**src/rtl/picomips_test_harness_pkg.sv**
```systemverilog
// Shared constants, run-mode encoding and counter sizing for the picoMIPS board harness.
package picomips_harness_pkg;

    localparam int SW_W_DEF     = 10;
    localparam int LED_W_DEF    = 8;
    localparam int DEBOUNCE_DEF = 65536;

    typedef enum logic {
        RUN_FREE = 1'b0,
        RUN_STEP = 1'b1
    } run_mode_e;

    // Bits needed for a counter that runs 0..n-1. Always at least 1 bit.
    function automatic int cnt_width(input int n);
        return (n <= 2) ? 1 : $clog2(n);
    endfunction

endpackage

```
**src/rtl/picomips_test_harness_if.sv**
```systemverilog
// Bundle between the harness, the board pins and the picoMIPS core.
// The master side drives the board inputs and the core output. The slave side is the harness.
interface picomips_test_harness_if
    import picomips_harness_pkg::*;
#(
    parameter int SW_W  = SW_W_DEF,
    parameter int LED_W = LED_W_DEF
);
    logic [SW_W-1:0]  SW;
    logic             step_btn;
    logic             step_mode;
    logic [LED_W-1:0] core_led;
    logic [SW_W-1:0]  core_sw;
    logic             core_en;
    logic [LED_W-1:0] LED;

    modport master (
        output SW, step_btn, step_mode, core_led,
        input  core_sw, core_en, LED
    );

    modport slave (
        input  SW, step_btn, step_mode, core_led,
        output core_sw, core_en, LED
    );

endinterface

```
**src/rtl/picomips_test_harness_sw_debounce.sv**
```systemverilog
// Two-flop synchroniser followed by a per-bit debouncer.
// A bit's clean value only follows the synced input after CYCLES consecutive differing samples.
// accept strobes in the cycle whose clock edge will load the new clean value.
module sw_debounce
    import picomips_harness_pkg::*;
#(
    parameter int W      = 1,
    parameter int CYCLES = DEBOUNCE_DEF
) (
    input  logic         clk,
    input  logic         rst,
    input  logic [W-1:0] din,
    output logic [W-1:0] clean,
    output logic [W-1:0] accept
);
    localparam int            CW = cnt_width(CYCLES);
    localparam logic [CW-1:0] TC = CW'(CYCLES - 1);

    logic [W-1:0]  s1, s2;
    logic [CW-1:0] cnt [W];

    // Bring the raw asynchronous inputs into the clock domain.
    always_ff @(posedge clk or posedge rst) begin
        if (rst) begin
            s1 <= '0;
            s2 <= '0;
        end else begin
            s1 <= din;
            s2 <= s1;
        end
    end

    // Flag bits whose change has been stable long enough to be taken.
    always_comb begin
        accept = '0;
        for (int i = 0; i < W; i++) begin
            accept[i] = (s2[i] != clean[i]) && (cnt[i] == TC);
        end
    end

    // Count consecutive differing samples per bit. Accept at terminal count; restart on revert.
    always_ff @(posedge clk or posedge rst) begin
        if (rst) begin
            clean <= '0;
            for (int i = 0; i < W; i++) cnt[i] <= '0;
        end else begin
            for (int i = 0; i < W; i++) begin
                if (s2[i] == clean[i]) begin
                    cnt[i] <= '0;
                end else if (cnt[i] == TC) begin
                    clean[i] <= s2[i];
                    cnt[i]   <= '0;
                end else begin
                    cnt[i] <= cnt[i] + 1'b1;
                end
            end
        end
    end

endmodule

```
**src/rtl/picomips_test_harness.sv**
```systemverilog
// Board-level harness around the picoMIPS core: debounced switches, a free-run or
// single-step core clock-enable, and an LED register updated on completed core cycles.
module picomips_test_harness
    import picomips_harness_pkg::*;
#(
    parameter int SW_W            = SW_W_DEF,
    parameter int LED_W           = LED_W_DEF,
    parameter int DEBOUNCE_CYCLES = DEBOUNCE_DEF,
    parameter int CLK_DIV         = 1
) (
    input logic                    fastclk,
    input logic                    reset,
    picomips_test_harness_if.slave bus
);
    localparam int            DW     = cnt_width(CLK_DIV);
    localparam logic [DW-1:0] DIV_TC = DW'(CLK_DIV - 1);

    logic [SW_W-1:0] sw_acc_unused;
    logic [0:0]      btn_clean, btn_acc;
    logic [0:0]      mode_clean, mode_acc;
    run_mode_e       mode;
    logic [DW-1:0]   div;
    logic            rise_q;

    sw_debounce #(.W(SW_W), .CYCLES(DEBOUNCE_CYCLES)) u_sw (
        .clk    (fastclk),
        .rst    (reset),
        .din    (bus.SW),
        .clean  (bus.core_sw),
        .accept (sw_acc_unused)
    );

    sw_debounce #(.W(1), .CYCLES(DEBOUNCE_CYCLES)) u_btn (
        .clk    (fastclk),
        .rst    (reset),
        .din    (bus.step_btn),
        .clean  (btn_clean),
        .accept (btn_acc)
    );

    sw_debounce #(.W(1), .CYCLES(DEBOUNCE_CYCLES)) u_mode (
        .clk    (fastclk),
        .rst    (reset),
        .din    (bus.step_mode),
        .clean  (mode_clean),
        .accept (mode_acc)
    );

    assign mode = run_mode_e'(mode_clean[0]);

    // Remember a debounced button press. A press landing with a mode change is dropped.
    always_ff @(posedge fastclk or posedge reset) begin
        if (reset) rise_q <= 1'b0;
        else       rise_q <= btn_acc[0] & ~btn_clean[0] & ~mode_acc[0];
    end

    // Divider and enable: a mode change restarts the divider and blanks the enable for one cycle.
    always_ff @(posedge fastclk or posedge reset) begin
        if (reset) begin
            div         <= '0;
            bus.core_en <= 1'b0;
        end else if (mode_acc[0]) begin
            div         <= '0;
            bus.core_en <= 1'b0;
        end else if (mode == RUN_STEP) begin
            div         <= '0;
            bus.core_en <= rise_q;
        end else begin
            bus.core_en <= (div == DIV_TC);
            div         <= (div == DIV_TC) ? '0 : div + 1'b1;
        end
    end

    // Take the core output only at the end of an enabled core cycle.
    always_ff @(posedge fastclk or posedge reset) begin
        if (reset)            bus.LED <= '0;
        else if (bus.core_en) bus.LED <= bus.core_led;
    end

endmodule

```
**src/flat_wrapper.sv**
```systemverilog
// flat-port wrapper written by rule: the top's interface ports become plain ports
module picomips_test_harness_flat import picomips_harness_pkg::*;
#(
    parameter int SW_W            = SW_W_DEF,
    parameter int LED_W           = LED_W_DEF,
    parameter int DEBOUNCE_CYCLES = DEBOUNCE_DEF,
    parameter int CLK_DIV         = 1
)
  (fastclk, reset, bus_SW, bus_step_btn, bus_step_mode, bus_core_led, bus_core_sw, bus_core_en, bus_LED);
  picomips_test_harness_if #(.SW_W(SW_W), .LED_W(LED_W)) bus_i ();
  input logic fastclk;
  input logic reset;
  input wire logic [$bits(bus_i.SW)-1:0] bus_SW;
  input wire logic [$bits(bus_i.step_btn)-1:0] bus_step_btn;
  input wire logic [$bits(bus_i.step_mode)-1:0] bus_step_mode;
  input wire logic [$bits(bus_i.core_led)-1:0] bus_core_led;
  output wire logic [$bits(bus_i.core_sw)-1:0] bus_core_sw;
  output wire logic [$bits(bus_i.core_en)-1:0] bus_core_en;
  output wire logic [$bits(bus_i.LED)-1:0] bus_LED;
  assign bus_i.SW = bus_SW;
  assign bus_i.step_btn = bus_step_btn;
  assign bus_i.step_mode = bus_step_mode;
  assign bus_i.core_led = bus_core_led;
  assign bus_core_sw = bus_i.core_sw;
  assign bus_core_en = bus_i.core_en;
  assign bus_LED = bus_i.LED;
  picomips_test_harness #(.SW_W(SW_W), .LED_W(LED_W), .DEBOUNCE_CYCLES(DEBOUNCE_CYCLES), .CLK_DIV(CLK_DIV)) u_core (.fastclk(fastclk), .reset(reset), .bus(bus_i));
endmodule
```
**config.mk**
```make
export PLATFORM = sky130hd
export DESIGN_NAME = picomips_test_harness_flat
export DESIGN_NICKNAME = d
export VERILOG_FILES = /design/src/rtl/picomips_test_harness_pkg.sv /design/src/rtl/picomips_test_harness_if.sv /design/src/rtl/picomips_test_harness_sw_debounce.sv /design/src/rtl/picomips_test_harness.sv /design/src/flat_wrapper.sv
export SDC_FILE = /design/constraint.sdc
export NUM_CORES = 1
export LEC_CHECK = 0
export CAP_MARGIN = 5
export CORE_ASPECT_RATIO = 0.75
export CORE_MARGIN = 5
export CORE_UTILIZATION = 35
export CTS_CLUSTER_DIAMETER = 40
export CTS_CLUSTER_SIZE = 28
export DETAILED_ROUTE_END_ITERATION = 8
export SETUP_SLACK_MARGIN = 0.4
export SYNTH_ARGS = -nofsm -noshare
export SYNTH_HDL_FRONTEND = slang
export SYNTH_HIERARCHICAL = 1
export SYNTH_SLANG_ARGS = --single-unit
```
**constraint.sdc**
```tcl
create_clock -name fastclk -period 9.35 [get_ports fastclk]
set_input_delay 1.4025 -clock fastclk [delete_from_list [all_inputs] [get_ports fastclk]]
set_output_delay 1.4025 -clock fastclk [all_outputs]
set_load 0.01 [all_outputs]
```
==> metrics <==
Ports=between 40 and 50; wire length per cell=12.3 µm; Fin Setup TNS=0 ns; final net count=~1100; power density cells=199 nW/µm²; crit path buf inv count=1; # port buffers=40; GP Congestion=0.781; yosys warns=6; Max Root-Sink Buffers=3; CP Data Arrival Time=1.87 ns; Setup crit start=u_core/bus.core_en; die area=34400 µm²; worst slew pin tran=0.969 ns; Finished Layout Cells=around 1500; grt ovf=0; # setup viols final=0; RSZ-0062 raised after global routing=no; area delta synth->final=19.3%; cts bufs inserted=35; Post-Syn Area=10800 µm²; CTS tree=yes; CP required=7.95 ns; Fin. Hold Viols=0; clock tree root driver cell=clkbuf_16; CP Max Fanout=9; # fillers=about 2800; Hold Path End=u_core/u_sw/s2[8]; largest net degree at the start of global routing=between 100 and 150; Resize count post-CTS=0; initial antenna violation count=0; Post-DRT Antenna Nets=0; Max Fclk=around 0.3 GHz; area of the multi-input gates=4520 µm²; Mean Syn Cell Area=10.5 µm²; DRC violation count after routing=0; core area=30200 µm²; Startpoint Class=register; Slew Limit Fails=0; Vias=7189; dpl ws=about 5.8 ns; max-cap violations=0; Clock Latency Late Sink=roughly 0.5 ns; relative slew slack=35.2%; final design utilization=42.4%; status=completed; Placed Cells incl. Taps=1439; Final min period=3.27 ns; Worst Setup Path Type=reg2out; Synth Instances=1021; Detailed Place HPWL=11800 µm; DR vias/cell=4.79; H-tree Lvls=2; clock-pin slew on the worst setup and hold paths=0.05 ns; worst-path cell chain=clkdlybuf4s50_1; flop2flop setup slack=7.11 ns; Clock Skew=0.0142 ns; Worst path slowest cell=dfrtp_1; Rows=55; worst r2r path cells=5; Setup crit end kind=output port; worst reg2reg path endpoint=u_core/u_sw/cnt[115]; top cell family by delay on the critical path=flip-flops; CP max stage delay=between 0.7 and 0.8 ns; Die Span Y=162 µm; reg2reg start=u_core/u_sw/cnt[112]; chip width=around 210 µm; hold-critical path depth=0; diode count=0; drt pass-1 iters=4; number of DRC markers in iteration 0=440; LEAKAGE=5.33 nW; syn_nets=1055; clock sink count=roughly 240; Total GRT Usage=11.1%; initial core utilization=between 30% and 40%; Total Wirelength=18500 µm; crit share post-route=approximately a third; hold path startpoint=u_core/u_sw/s1[8]; global-route wire length before repair=32900 µm; setup repair bufs after CTS=0; share of cells above drive strength 1=between 9 and 10%; VDD IR max=119 µV; Setup WS post-layout=6.08 ns; via count of the first global-routing pass=7005; Hold Path Class=reg2reg; Reg area=between 5000 and 6000 µm²; hold slack=0.345 ns; cts hold-fix bufs=0
per-layer routing:
metal | share of wire (%) | routed length (µm) | track usage, %
met5 | 0 | 0 | 0
met4 | 2.0 | 380 | 3.14
met3 | 4.0 | 746 | 3.09
met2 | 42 | 7760 | 16.0
met1 | 52 | 9650 | 16.4
stage by stage:
step	instance area (µm²)	power [mW]
6_report	12800	2.55
5_1_grt	12800	2.66
4_1_cts	12800	2.60
3_5_place_dp	11500	1.17
3_3_place_gp	11500	1.16
2_1_floorplan	10800	1.14
cells in the final DEF, fill, tap and decap left out, types with 5 or more instances in the layout:
cell type / n
a21oi_1: 11
and3_1: 14
and4_1: 23
bufinv_16: 5
clkbuf_16: 37
clkdlybuf4s50_1: 40
dfrtp_1: 238
ha_1: 12
inv_1: 36
inv_6: 5
inv_8: 5
mux2_2: 9
mux2_4: 11
nand2_1: 42
nand3_1: 68
nand4_1: 54
nor2_1: 206
nor3_1: 29
nor4_1: 24
o21ai_0: 7
or3_1: 7
xnor2_1: 104
xor2_1: 66
sequential cells by signal, indices dropped and copies added (netlist names):
| signal | cells |
|---|---|
| u_core/bus.LED | 8 |
| u_core/bus.core_en | 1 |
| u_core/rise_q | 1 |
| u_core/u_btn/clean | 1 |
| u_core/u_btn/cnt | 16 |
| u_core/u_btn/s1 | 1 |
| u_core/u_btn/s2 | 1 |
| u_core/u_mode/clean | 1 |
| u_core/u_mode/cnt | 16 |
| u_core/u_mode/s1 | 1 |
| u_core/u_mode/s2 | 1 |
| u_core/u_sw/clean | 10 |
| u_core/u_sw/cnt | 160 |
| u_core/u_sw/s1 | 10 |
| u_core/u_sw/s2 | 10 |
how the worst max path moves through the flow:
stage                                 to  slack, ns  cells past startpoint
CTS                          bus_core_en       6.04                      1
detailed placement  u_core/u_sw/clean[2]       5.80                      3
global route                 bus_core_en       5.98                      1
global placement       u_core/u_sw/s2[2]       5.79                      3
floorplan           u_core/u_sw/clean[0]       2.78                      1
finish                       bus_core_en       6.08                      1
power breakdown:
part / switching (mW) / internal [mW]
Clock: 0.508 / 0.894
Combinational: 0.0471 / 0.0293
Sequential: 0.0169 / 1.05
layout make-up:
cell class | count | area share [%]
clock buffer | 40 | 7.46
clock inverter | 23 | 2.47
inverter | 37 | 1.14
multi-input combinational | 721 | 35.2
sequential | 238 | 46.4
tap | 399 | 3.89
timing repair buffer | 44 | 3.36
No activity file was read; power rests on OpenSTA's default activity.
